===== src/rtl/cw_sequencer.sv =====
// Control-word sequencer: fetches an instruction, then steps it through the decoder bank,
// unpacking each returned control word into gated datapath strobes until the instruction retires.
module cw_sequencer #(
    parameter int MAX_STEPS = 4
) (
    input  logic        clock,
    input  logic        reset,
    output logic        imem_req,
    input  logic        imem_ack,
    input  logic [31:0] imem_data,
    output logic [31:0] I,
    output logic [1:0]  state,
    output logic [4:0]  status,
    input  logic [32:0] cw_in,
    input  logic [63:0] K_in,
    input  logic [4:0]  alu_flags,
    input  logic        stall,
    output logic        alu_en,
    output logic        alu_bs,
    output logic        rf_b_en,
    output logic        rf_w,
    output logic        ram_en,
    output logic        ram_w,
    output logic        pc_en,
    output logic        pc_is,
    output logic        status_ld,
    output logic [4:0]  alu_fs,
    output logic [4:0]  rf_sa,
    output logic [4:0]  rf_sb,
    output logic [4:0]  rf_da,
    output logic [1:0]  pc_fs,
    output logic [63:0] K,
    output logic        retire,
    output logic        fault
);

    localparam int SW = (MAX_STEPS > 1) ? $clog2(MAX_STEPS) : 1;
    localparam logic [SW-1:0] LAST_STEP = SW'(MAX_STEPS - 1);

    typedef enum logic [1:0] {
        PH_FETCH = 2'b00,
        PH_EXEC  = 2'b01,
        PH_HALT  = 2'b10
    } phase_t;

    // Field order mirrors the decoder's control-word bit layout, MSB first.
    typedef struct packed {
        logic       alu_en;
        logic       alu_bs;
        logic [4:0] alu_fs;
        logic       rf_b_en;
        logic [4:0] rf_sa;
        logic [4:0] rf_sb;
        logic [4:0] rf_da;
        logic       rf_w;
        logic       ram_en;
        logic       ram_w;
        logic       pc_en;
        logic [1:0] pc_fs;
        logic       pc_is;
        logic       status_ld;
        logic [1:0] next_state;
    } cw_t;

    phase_t        phase_q, phase_d;
    logic [31:0]   i_q, i_d;
    logic [1:0]    state_q, state_d;
    logic [4:0]    status_q, status_d;
    logic          fault_q, fault_d;
    logic [SW-1:0] step_q, step_d;
    cw_t           cw_s;
    logic          write_ok_s;

    assign cw_s = cw_t'(cw_in);

    // State register with synchronous reset.
    always_ff @(posedge clock) begin
        if (reset) begin
            phase_q  <= PH_FETCH;
            i_q      <= 32'h0000_0000;
            state_q  <= 2'b00;
            status_q <= 5'b00000;
            fault_q  <= 1'b0;
            step_q   <= '0;
        end else begin
            phase_q  <= phase_d;
            i_q      <= i_d;
            state_q  <= state_d;
            status_q <= status_d;
            fault_q  <= fault_d;
            step_q   <= step_d;
        end
    end

    // Next-state logic and combinational control-word unpacking.
    always_comb begin
        phase_d    = phase_q;
        i_d        = i_q;
        state_d    = state_q;
        status_d   = status_q;
        fault_d    = fault_q;
        step_d     = step_q;
        write_ok_s = 1'b0;

        imem_req   = 1'b0;
        alu_en     = 1'b0;
        alu_bs     = 1'b0;
        rf_b_en    = 1'b0;
        rf_w       = 1'b0;
        ram_en     = 1'b0;
        ram_w      = 1'b0;
        pc_en      = 1'b0;
        pc_is      = 1'b0;
        status_ld  = 1'b0;
        alu_fs     = 5'b00000;
        rf_sa      = 5'b00000;
        rf_sb      = 5'b00000;
        rf_da      = 5'b00000;
        pc_fs      = 2'b00;
        K          = 64'h0000_0000_0000_0000;
        retire     = 1'b0;

        case (phase_q)
            PH_FETCH: begin
                imem_req = 1'b1;
                if (imem_ack) begin
                    i_d     = imem_data;
                    state_d = 2'b00;
                    step_d  = '0;
                    phase_d = PH_EXEC;
                end else begin
                    phase_d = PH_FETCH;
                end
            end
            PH_EXEC: begin
                // Bus enables and fields pass through even while stalled.
                alu_en  = cw_s.alu_en;
                alu_bs  = cw_s.alu_bs;
                alu_fs  = cw_s.alu_fs;
                rf_b_en = cw_s.rf_b_en;
                rf_sa   = cw_s.rf_sa;
                rf_sb   = cw_s.rf_sb;
                rf_da   = cw_s.rf_da;
                ram_en  = cw_s.ram_en;
                pc_fs   = cw_s.pc_fs;
                pc_is   = cw_s.pc_is;
                K       = K_in;
                if (stall) begin
                    write_ok_s = 1'b0;
                end else if (cw_s.next_state == 2'b00) begin
                    write_ok_s = 1'b1;
                    retire     = 1'b1;
                    state_d    = 2'b00;
                    phase_d    = PH_FETCH;
                end else if (step_q == LAST_STEP) begin
                    write_ok_s = 1'b0;
                    fault_d    = 1'b1;
                    phase_d    = PH_HALT;
                end else begin
                    write_ok_s = 1'b1;
                    state_d    = cw_s.next_state;
                    step_d     = step_q + SW'(1);
                end
                rf_w      = cw_s.rf_w      & write_ok_s;
                ram_w     = cw_s.ram_w     & write_ok_s;
                pc_en     = cw_s.pc_en     & write_ok_s;
                status_ld = cw_s.status_ld & write_ok_s;
                if (status_ld) begin
                    status_d = alu_flags;
                end else begin
                    status_d = status_q;
                end
            end
            PH_HALT: begin
                phase_d = PH_HALT;
            end
            default: begin
                phase_d = PH_FETCH;
            end
        endcase
    end

    assign I      = i_q;
    assign state  = state_q;
    assign status = status_q;
    assign fault  = fault_q;

endmodule

===== config.mk =====
export PLATFORM = sky130hd
export DESIGN_NAME = cw_sequencer
export DESIGN_NICKNAME = d
export VERILOG_FILES = /design/src/rtl/cw_sequencer.sv
export SDC_FILE = /design/constraint.sdc
export NUM_CORES = 1
export LEC_CHECK = 0
export BUFFER_PORTS_ARGS = -buffer_cell sky130_fd_sc_hd__buf_4
export CAP_MARGIN = 15
export CORE_AREA = 3 3 106 108
export DETAILED_ROUTE_END_ITERATION = 8
export DIE_AREA = 0 0 109 111
export PLACE_DENSITY = 0.56
export SYNTH_ARGS = -nofsm -noshare
export SYNTH_HDL_FRONTEND = slang
export SYNTH_SLANG_ARGS = --single-unit

===== constraint.sdc =====
create_clock -name clock -period 1.7 [get_ports clock]
set_clock_uncertainty 0.05 [all_clocks]
set_input_delay 0 -clock clock [delete_from_list [all_inputs] [get_ports clock]]
set_output_delay 0 -clock clock [all_outputs]
set_load 0.02 [all_outputs]

==> results.md, run 1 <==
* Final net count at approximately 720
* Die area at between 10000 and 15000 um2
* # DRC at 0
* Clock power share at ~27%
* Via density at between 4 and 5
* Most common cell after layout, fill and taps aside: buf_4
* Ys Warns at 0
* Clock Latency Late Sink at around 0.28 ns
* Starting DRC count in detailed routing at approximately 110
* Commonest cells after routing, fill and taps aside: 273 x buf_4, 94 x and2_1, 42 x dfxtp_1
* CP max stage cell: dfxtp_4
* Crit path largest cell delay at between 0.4 and 0.5 ns
* First-pass GRT wire length at 15800 um
* Routed wire length at roughly 11000 um
* Pint at approximately 2.2 mW
* Core Rows at 37
* WP buf/inv at 2
* Max-slew violation count at 0
* Crit-path cells: and2b_2 -> buf_12 -> and2_1 -> buf_4
* Yosys reg bits at between 40 and 50
* DRT antenna net count at 0
* Fmax at roughly 0.63 GHz
* Chip height at approximately 110 um
* Min-Delay Path Class: in2reg
* Leak Pwr at around 2.6 nW
* RSZ-0062 raised after global routing: false
* H-tree levels at 2
* Switching Share at between 20% and 30%
* Syn_area_per_cell at 8.90 um2
* Critical path depth in cells at 4
* Top delay family on crit path: simple AND/OR/NAND/NOR gates
* Reg2reg setup slack at about 0.21 ns
* Gate Count Post-Synth at roughly 280
* Post-synth cell types at 29
* Dpl ws at 0.130 ns
* Die W at ~110 um
* Status: completed
* Crit path DAT at 1.53 ns
* Clock sinks at 44
* GPL Wtd Cong at ~0.78
* Crit-path max FO at between 50 and 60
* Total CTS buffers at 5
* Setup-failing EPs final at 0
* Worst setup path category: reg2out
* Sequential area share after synthesis at roughly 36%
* R2R Path End: I[16]$_SDFFE_PP0P_
* CORE AREA at ~10000 um2
* Comb pwr share at between 30% and 40%
* Via count at 3018
* Area delta synth->final at 111%
* GR Overflow Total at 0
* Critical Path RT at between 1.5 and 2 ns
* VDD IR max at roughly 0.65 mV
* Setup_tns at 0 ns
* Maxcap violations at 0
* Drt wl/cell at 15.0 um
* Least-Margin Pin Slew at about 0.47 ns
* Reg-to-Reg Start: phase_q[1]$_SDFFE_PP0P_
* Total Routing Usage GR at between 15 and 20%
* Starting Density at 23.7%
* Vias in the first global route at about 3100
* R2R depth at 5
* Mapped Nets at about 410
* Longest Clk Path Bufs at 2
* P_sw at between 0.9 and 1 mW
* Power Dens Cells at around 600 nW/um2
* Tot Pwr at around 3.1 mW
* Critical Path End: K[13]
* IO buf count at around 270
* First-pass DRT Iterations at 4
* Antenna violations before repair at 0
* Estimated wirelength of the detail-placed design at approximately 8500 um
* Hold WS at approximately 0.08 ns
* Root buf cell: clkbuf_8
* # diodes at 0
* Final worst slack at between 0.1 and 0.15 ns
* CTS clk-pin slew, worst paths at 0.08 ns
* Startpoint Class: flip-flop
* Tcrit/Tclk final at 93.1%
* Sequential power share at between 30% and 40%
* Minimum clock period at 1.58 ns
* Largest net degree at the start of global routing at 53
* Share of layout cells above drive strength 1 at approximately half
* Hold Fails Final Rpt at 0
* Worst Setup End Kind: output pin
* Clock tree from TritonCTS: yes
* I/O Pins at ~280
* Cell Area, Synth at 2450 um2
* Max-slew headroom at about two thirds
* Crit. Startpoint: phase_q[1]$_SDFFE_PP0P_
==> state kept, by name, summed over array words and instances, names as in the netlist <==
signal   cells
status       5
step_q       2
I           32
state        2
phase_q      2
fault        1
==> cells in the mapped netlist, drive strengths merged <==
library cell	number	area (um2)
a21oi	6	30.0
nor2	36	135
inv	1	3.75
nor3b	2	25.0
a32oi	2	17.5
nor4b	1	23.8
a2111oi	1	8.76
mux2i	37	370
nor2b	1	6.26
and2	95	594
o31ai	3	22.5
a211oi	1	7.51
o21ba	1	10.0
ha	1	12.5
nor3	2	10.0
or2	1	6.26
buf	14	136
dfxtp	44	881
o21bai	1	7.51
o21a	1	8.76
and2b	1	7.51
a31oi	1	6.26
clkbuf	8	30.0
nand2b	11	68.8
and3b	1	8.76
nand3	2	10.0
==> cell type report <==
class | instances | area [um2]
multi-input combinational | 208 | 1450
clock inverter | 2 | 38.8
tap | 136 | 170
inverter | 1 | 3.75
fill | 972 | 5160
timing repair buffer | 318 | 2530
sequential | 44 | 888
clock buffer | 6 | 82.6
==> per-layer routing <==
layer | GRT usage (%) | up-vias | wire length, um
met1 | 14.7 | 1364 | 3370
met2 | 34.1 | 143 | 6100
met5 | 0 | - | 0
met3 | 4.02 | 24 | 948
met4 | 5.22 | 0 | 301
li1 | - | 1487 | -
==> timing repair <==
item / CTS / global route
hold buffers: 39 / 0
pin swaps: 1 / 1
endpoints found under the hold margin: 39 / 0
endpoints found under the setup margin: 16 / 3
gates resized for setup: 7 / 9
buffers inserted: 0 / 1
==> tightest hold or removal path, stage by stage <==
cell and delay, ns:
buf_4 0.14, nor4b_4 0.07, nand3_1 0.07, a31oi_1 0.08
==> worst min-delay path by stage <==
stage | startpoint | endpoint | slack, ns | depth (start not counted)
after floorplan | stall | retire | 0.04 | 1
after global placement | imem_data[18] | I[18]$_SDFFE_PP0P_ | 0.18 | 3
after detailed placement | imem_data[30] | I[30]$_SDFFE_PP0P_ | 0.19 | 3
after CTS | stall | step_q[1]$_SDFFE_PP0P_ | 0.07 | 4
after global routing | stall | step_q[1]$_SDFFE_PP0P_ | 0.10 | 4
final | stall | step_q[1]$_SDFFE_PP0P_ | 0.08 | 4
==> per-stage QoR <==
step                util (%)  cells  cell area, um2
finish                  50.0    715            5160
global placement        44.5    668            4590
CTS                     49.7    715            5130
detailed placement      44.5    668            4590
global route            50.0    715            5160
floorplan                  -    275            2450
==> cells by family after synthesis <==
group,count (synthesis),synth area share [%]
DFF,44,36.0
adders and majority gates,1,0.511
AOI/OAI and AO/OA,17,4.86
buffers and inverters,23,6.95
and+or+nand+nor,153,36.6
muxes,37,15.1
==> power by group through the flow <==
stage / clock, mW / combinational (mW) / sequential, mW
global route: 0.928 / 1.26 / 1.13
global placement: 0 / 1.09 / 1.14
finish: 0.842 / 1.17 / 1.12
CTS: 0.882 / 1.18 / 1.12
detailed placement: 0 / 1.10 / 1.15
floorplan: 0 / 0.480 / 1.21
Note: power is estimated with default switching activity, not from simulation.
==> run 2, diff against run 1 <==
==> constraint.sdc (replaced) <==
create_clock -name clock -period 1.47 [get_ports clock]
set_clock_uncertainty 0.05 [all_clocks]
set_input_delay 0 -clock clock [delete_from_list [all_inputs] [get_ports clock]]
set_output_delay 0 -clock clock [all_outputs]
set_load 0.02 [all_outputs]
==> results.md, run 2 (synthesis results as in run 1) <==
* Max-slew headroom at about two thirds
* # diodes at 0
* VDD IR max at approximately 0.57 mV
* Setup-failing EPs final at 94
* Die W at 109 um
* Commonest cells after routing, fill and taps aside: 196 x buf_4, 95 x buf_6, 83 x and2_1
* Fin cells at around 730
* Failing checks: setup timing
* Comb pwr share at between 40% and 50%
* First-pass GRT wire length at 16900 um
* Starting DRC count in detailed routing at about 140
* CORE AREA at a little over 10000 um2
* Max-slew violation count at 0
* Crit path largest cell delay at approximately 0.35 ns
* Longest Clk Path Bufs at 2
* Crit path DAT at between 1 and 1.5 ns
* First-pass DRT Iterations at 4
* P_sw at about 1.1 mW
* Chip height at 111 um
* Min-Delay Path Class: in2reg
* Startpoint Class: flip-flop
* Least-Margin Pin Slew at 0.487 ns
* Total Routing Usage GR at between 10% and 20%
* # fillers at roughly 940
* I/O Pins at roughly 280
* Status: complete, but fails checks
* Vias in the first global route at around 3300
* Routed wire length at between 10000 and 15000 um
* Critical Path RT at ~1.4 ns
* Clock Latency Late Sink at around 0.29 ns
* Crit-path max FO at 3
* CP max stage cell: dfxtp_2
* Largest register FFs at 32
* Estimated wirelength of the detail-placed design at between 8000 and 9000 um
* Crit-path cells: ha_4 -> o21a_4 -> nor3_4 -> buf_6 -> and2_4 -> buf_6
* Via density at about 4.3
* Starting Density at a little under a quarter
* Antenna violations before repair at 0
* H-tree levels at 2
* Maxcap violations at 0
* Core Rows at 37
* Core Util, Final at a little under three fifths
* Clock power share at a little under a quarter
* Clock tree from TritonCTS: yes
* CTS clk-pin slew, worst paths at approximately 0.080 ns
* Drt wl/cell at approximately 16 um
* Critical path's most frequent cell: buf_6
* GR Overflow Total at 0
* Minimum clock period at roughly 1.5 ns
* Most common cell after layout, fill and taps aside: buf_4
* Die area at about 12000 um2
* Final worst slack at -0.0715 ns
* Pint at approximately 2.7 mW
* Share of layout cells above drive strength 1 at 56.1%
* DRT antenna net count at 0
* Sequential power share at roughly a third
* IO buf count at roughly 270
* Switching Share at roughly 30%
* Leak Pwr at about 2.8 nW
* Via count at ~3100
* Worst setup path category: reg2out
* Largest net degree at the start of global routing at 50
* Final net count at 737
* GPL Wtd Cong at about 0.75
* Inst Count DP at around 680
* # DRC at 0
* Worst Setup End Kind: output pin
* Power Dens Cells at roughly 660 nW/um2
* RSZ-0062 raised after global routing: true
* Fmax at between 0.6 and 0.7 GHz
* Hold Fails Final Rpt at 0
* Clock sinks at 44
* Root buf cell: clkbuf_8
* Tcrit/Tclk final at 105%
* Area delta synth->final at 136%
* Total CTS buffers at 5
run 2: cell count changes in the layout (fill, tap and decap cells not counted), moves of 2 or more:
cell       change
and2_1        -11
and2_4        +11
buf_4         -77
buf_6         +92
clkbuf_16      +3
dfxtp_1        -2
dfxtp_2        +3
run 2: metrics by stage:
step                TNS, ns  hold WS, ns  setup WS (ns)  total power, mW  cell area [um2]
finish                -2.59        0.101        -0.0715             3.78             5770
global route          -9.66        0.109         -0.139             3.97             5770
CTS                   -4.17       0.0635        -0.0861             3.73             5540
detailed placement   -0.157        0.191        -0.0393             2.62             4660
global placement          0        0.182        0.00174             2.61             4660
floorplan                 0       0.0387         0.0750             1.95             2450
run 2: what timing repair did:
action,in CTS,in global routing
setup buffers,4,4
hold buffers,39,0
gates cloned,1,4
pin swaps,7,4
endpoints found under the setup margin,101,120
hold endpoints to repair,39,0
resized for setup,94,31
run 2: final timing paths:
path / startpoint / end / slack [ns] / cells past startpoint
setup / recovery: step_q[1]$_SDFFE_PP0P_ / rf_w / -0.07 / 6
hold / removal: reset / fault$_SDFFE_PP0P_ / 0.10 / 2
setup reg to reg: step_q[1]$_SDFFE_PP0P_ / step_q[0]$_SDFFE_PP0P_ / -0.01 / 5
hold reg to reg: status[0]$_SDFFE_PP0P_ / status[0]$_SDFFE_PP0P_ / 0.43 / 2
run 2: metal layers:
layer  GRT usage, %  share of wire, %
met5              0                 0
met4           4.71               2.0
met3           4.02               8.1
met2           35.9                58
met1           16.7                32
run 2: power by group through the flow:
stage / Combinational [mW] / Clock [mW] / Sequential [mW]
6_report: 1.59 / 0.892 / 1.30
5_1_grt: 1.69 / 0.965 / 1.31
4_1_cts: 1.50 / 0.927 / 1.30
3_5_place_dp: 1.29 / 0 / 1.32
3_3_place_gp: 1.29 / 0 / 1.32
2_1_floorplan: 0.555 / 0 / 1.39
run 2: critical path, delay by kind of cell (launching register included):
kind                       cells  cell delay [ns]
DFF                            1             0.35
and+or+nand+nor                2             0.33
buffers and inverters          2             0.24
adders and majority gates      1             0.16
AOI/OAI and AO/OA              1             0.12
run 2: area by class of cell:
cell class	count	area, um2	share of cell area (%)
clock inverter	1	30.0	0.520
inverter	1	3.75	0.0650
sequential	44	888	15.4
tap	136	170	2.95
clock buffer	5	68.8	1.19
timing repair buffer	338	3110	54.0
multi-input combinational	208	1500	25.9
==> run 3, diff against run 2 <==
--- a/config.mk
+++ b/config.mk
@@ -7,10 +7,11 @@
 export LEC_CHECK = 0
 export BUFFER_PORTS_ARGS = -buffer_cell sky130_fd_sc_hd__buf_4
 export CAP_MARGIN = 15
-export CORE_AREA = 3 3 106 108
+export CORE_AREA = 3 3 105 107
 export DETAILED_ROUTE_END_ITERATION = 8
-export DIE_AREA = 0 0 109 111
-export PLACE_DENSITY = 0.56
+export DIE_AREA = 0 0 108 110
+export PLACE_DENSITY = 0.57
+export SLEW_MARGIN = 20
 export SYNTH_ARGS = -nofsm -noshare
 export SYNTH_HDL_FRONTEND = slang
 export SYNTH_SLANG_ARGS = --single-unit
==> constraint.sdc (replaced) <==
create_clock -name clock -period 1.9 [get_ports clock]
set_clock_uncertainty 0.05 [all_clocks]
set_input_delay 0 -clock clock [delete_from_list [all_inputs] [get_ports clock]]
set_output_delay 0 -clock clock [all_outputs]
set_load 0.02 [all_outputs]
==> results.md, run 3 (synthesis results as in run 1) <==
* Die W at between 100 and 150 um
* Power Dens Cells at 520 nW/um2
* Largest register FFs at 32
* Via count at between 2000 and 3000
* I/O Pins at approximately 280
* Inst Count DP at around 670
* Least-Margin Pin Slew at 0.472 ns
* Crit path DAT at approximately 1.7 ns
* CORE AREA at slightly above 10000 um2
* Final worst slack at 0.139 ns
* Root buf cell: clkbuf_8
* Hold WS at roughly 0.071 ns
* Total Routing Usage GR at between 10% and 20%
* Worst hold start: stall
* RSZ-0062 raised after global routing: false
* Share of layout cells above drive strength 1 at approximately half
* VDD IR max at 0.347 mV
* Clock Latency Late Sink at between 0.2 and 0.3 ns
* Starting Density at around a quarter
* Critical Path RT at 1.85 ns
* Reg2reg setup slack at between 0.3 and 0.4 ns
* # diodes at 0
* Largest net degree at the start of global routing at 51
* Max-slew headroom at between 60% and 70%
* First-pass GRT wire length at about 14000 um
* Core Util, Final at between 40% and 50%
* Clock sinks at between 40 and 50
* Setup-failing EPs final at 0
* Clock tree from TritonCTS: yes
* Dpl ws at ~0.26 ns
* CTS clk-pin slew, worst paths at about 0.08 ns
* Vias in the first global route at 2831
* Worst Setup End Kind: output pin
* DRT antenna net count at 0
* Core Rows at 37
* Chip height at 110 um
* Placed instance area at 4550 um2
* Longest Clk Path Bufs at 2
* Fmax at ~0.57 GHz
* H-tree levels at 2
* Hold path cells at 4
* Starting DRC count in detailed routing at 95
* Die area at approximately 12000 um2
* R2R depth at 4
* Leak Pwr at ~2.6 nW
* Startpoint Class: flip-flop
* Routed wire length at slightly above 10000 um
* Reg-to-Reg Start: step_q[0]$_SDFFE_PP0P_
* Tot Pwr at between 2 and 3 mW
* Max-slew violation count at 0
* First-pass DRT Iterations at 4
* # fillers at between 900 and 1000
* Min-Delay Path Class: in2reg
* Fin cells at approximately 700
* Crit-path max FO at 6
* # DRC at 0
* Worst setup path category: reg2out
* Hold Fails Final Rpt at 0
* Commonest cells after routing, fill and taps aside: 276 x buf_4, 95 x and2_1, 42 x dfxtp_1
* IO buf count at between 200 and 300
* Final net count at a little over 700
* GPL Wtd Cong at approximately 0.7
* Postcts setup bufs at 0
* GR Overflow Total at 0
* Drt wl/cell at ~14 um
* Via density at approximately 4.2
* Tcrit/Tclk final at roughly 93%
* Antenna violations before repair at 0
* Minimum clock period at between 1.5 and 2 ns
* WHS Endpoint: step_q[1]$_SDFFE_PP0P_
* Status: completed
* Estimated wirelength of the detail-placed design at 7930 um
* Setup_tns at 0 ns
* R2R Path End: status[4]$_SDFFE_PP0P_
* Total CTS buffers at 5
* Most common cell after layout, fill and taps aside: buf_4
* Maxcap violations at 0
* Final Cell Area at between 5000 and 6000 um2
* Area delta synth->final at 105%
## run 3: changes by cell type in the layout (fill, tap and decap cells not counted), sizes merged
cell / before / now
bufinv: 1 / 0
clkbuf: 8 / 7
clkinv: 0 / 1
buf: 296 / 277
## run 3: how the worst max path moves through the flow
stage | end | startpoint | slack (ns)
floorplan | step_q[0]$_SDFFE_PP0P_ | step_q[0]$_SDFFE_PP0P_ | 0.50
global placement | state[1]$_SDFFE_PP0P_ | phase_q[1]$_SDFFE_PP0P_ | 0.29
detailed placement | state[1]$_SDFFE_PP0P_ | phase_q[1]$_SDFFE_PP0P_ | 0.26
CTS | K[24] | phase_q[1]$_SDFFE_PP0P_ | 0.02
global route | ram_w | step_q[0]$_SDFFE_PP0P_ | 0.06
finish | status_ld | step_q[0]$_SDFFE_PP0P_ | 0.14
## run 3: worst max-delay path, stage by stage (launching register included)
cell,delay (ns)
dfxtp_1,0.33
ha_1,0.25
o21a_2,0.18
and3b_1,0.44
buf_4,0.22
## run 3: layout make-up
cell class              instances  area, um2  share of cell area [%]
repair buffers                316       2480                    49.4
multi-input cells             208       1410                    27.9
flip-flops and latches         44        883                    17.6
well taps                     136        170                    3.38
clock buffers                   7       76.3                    1.52
clock inverters                 1       8.76                   0.174
inverters                       1       3.75                  0.0746
## run 3: metal layers
metal	global-route usage (%)	vias to the layer above	part of all wire [%]
li1	-	1486	-
met1	16.3	1339	35
met5	0	-	0
met3	4.14	8	9.4
met4	3.25	0	1.1
met2	28.4	137	55
## run 3: what timing repair did
action                     4_1_cts  5_1_grt
hold buffers                    39        0
setup endpoints to repair        0       92
hold endpoints to repair        39        0
gates resized for setup          0        2
## run 3: power by group
group	switching, mW	internal (mW)
clock	0.319	0.263
sequential	0.0322	0.974
combinational	0.469	0.556
total	0.821	1.79
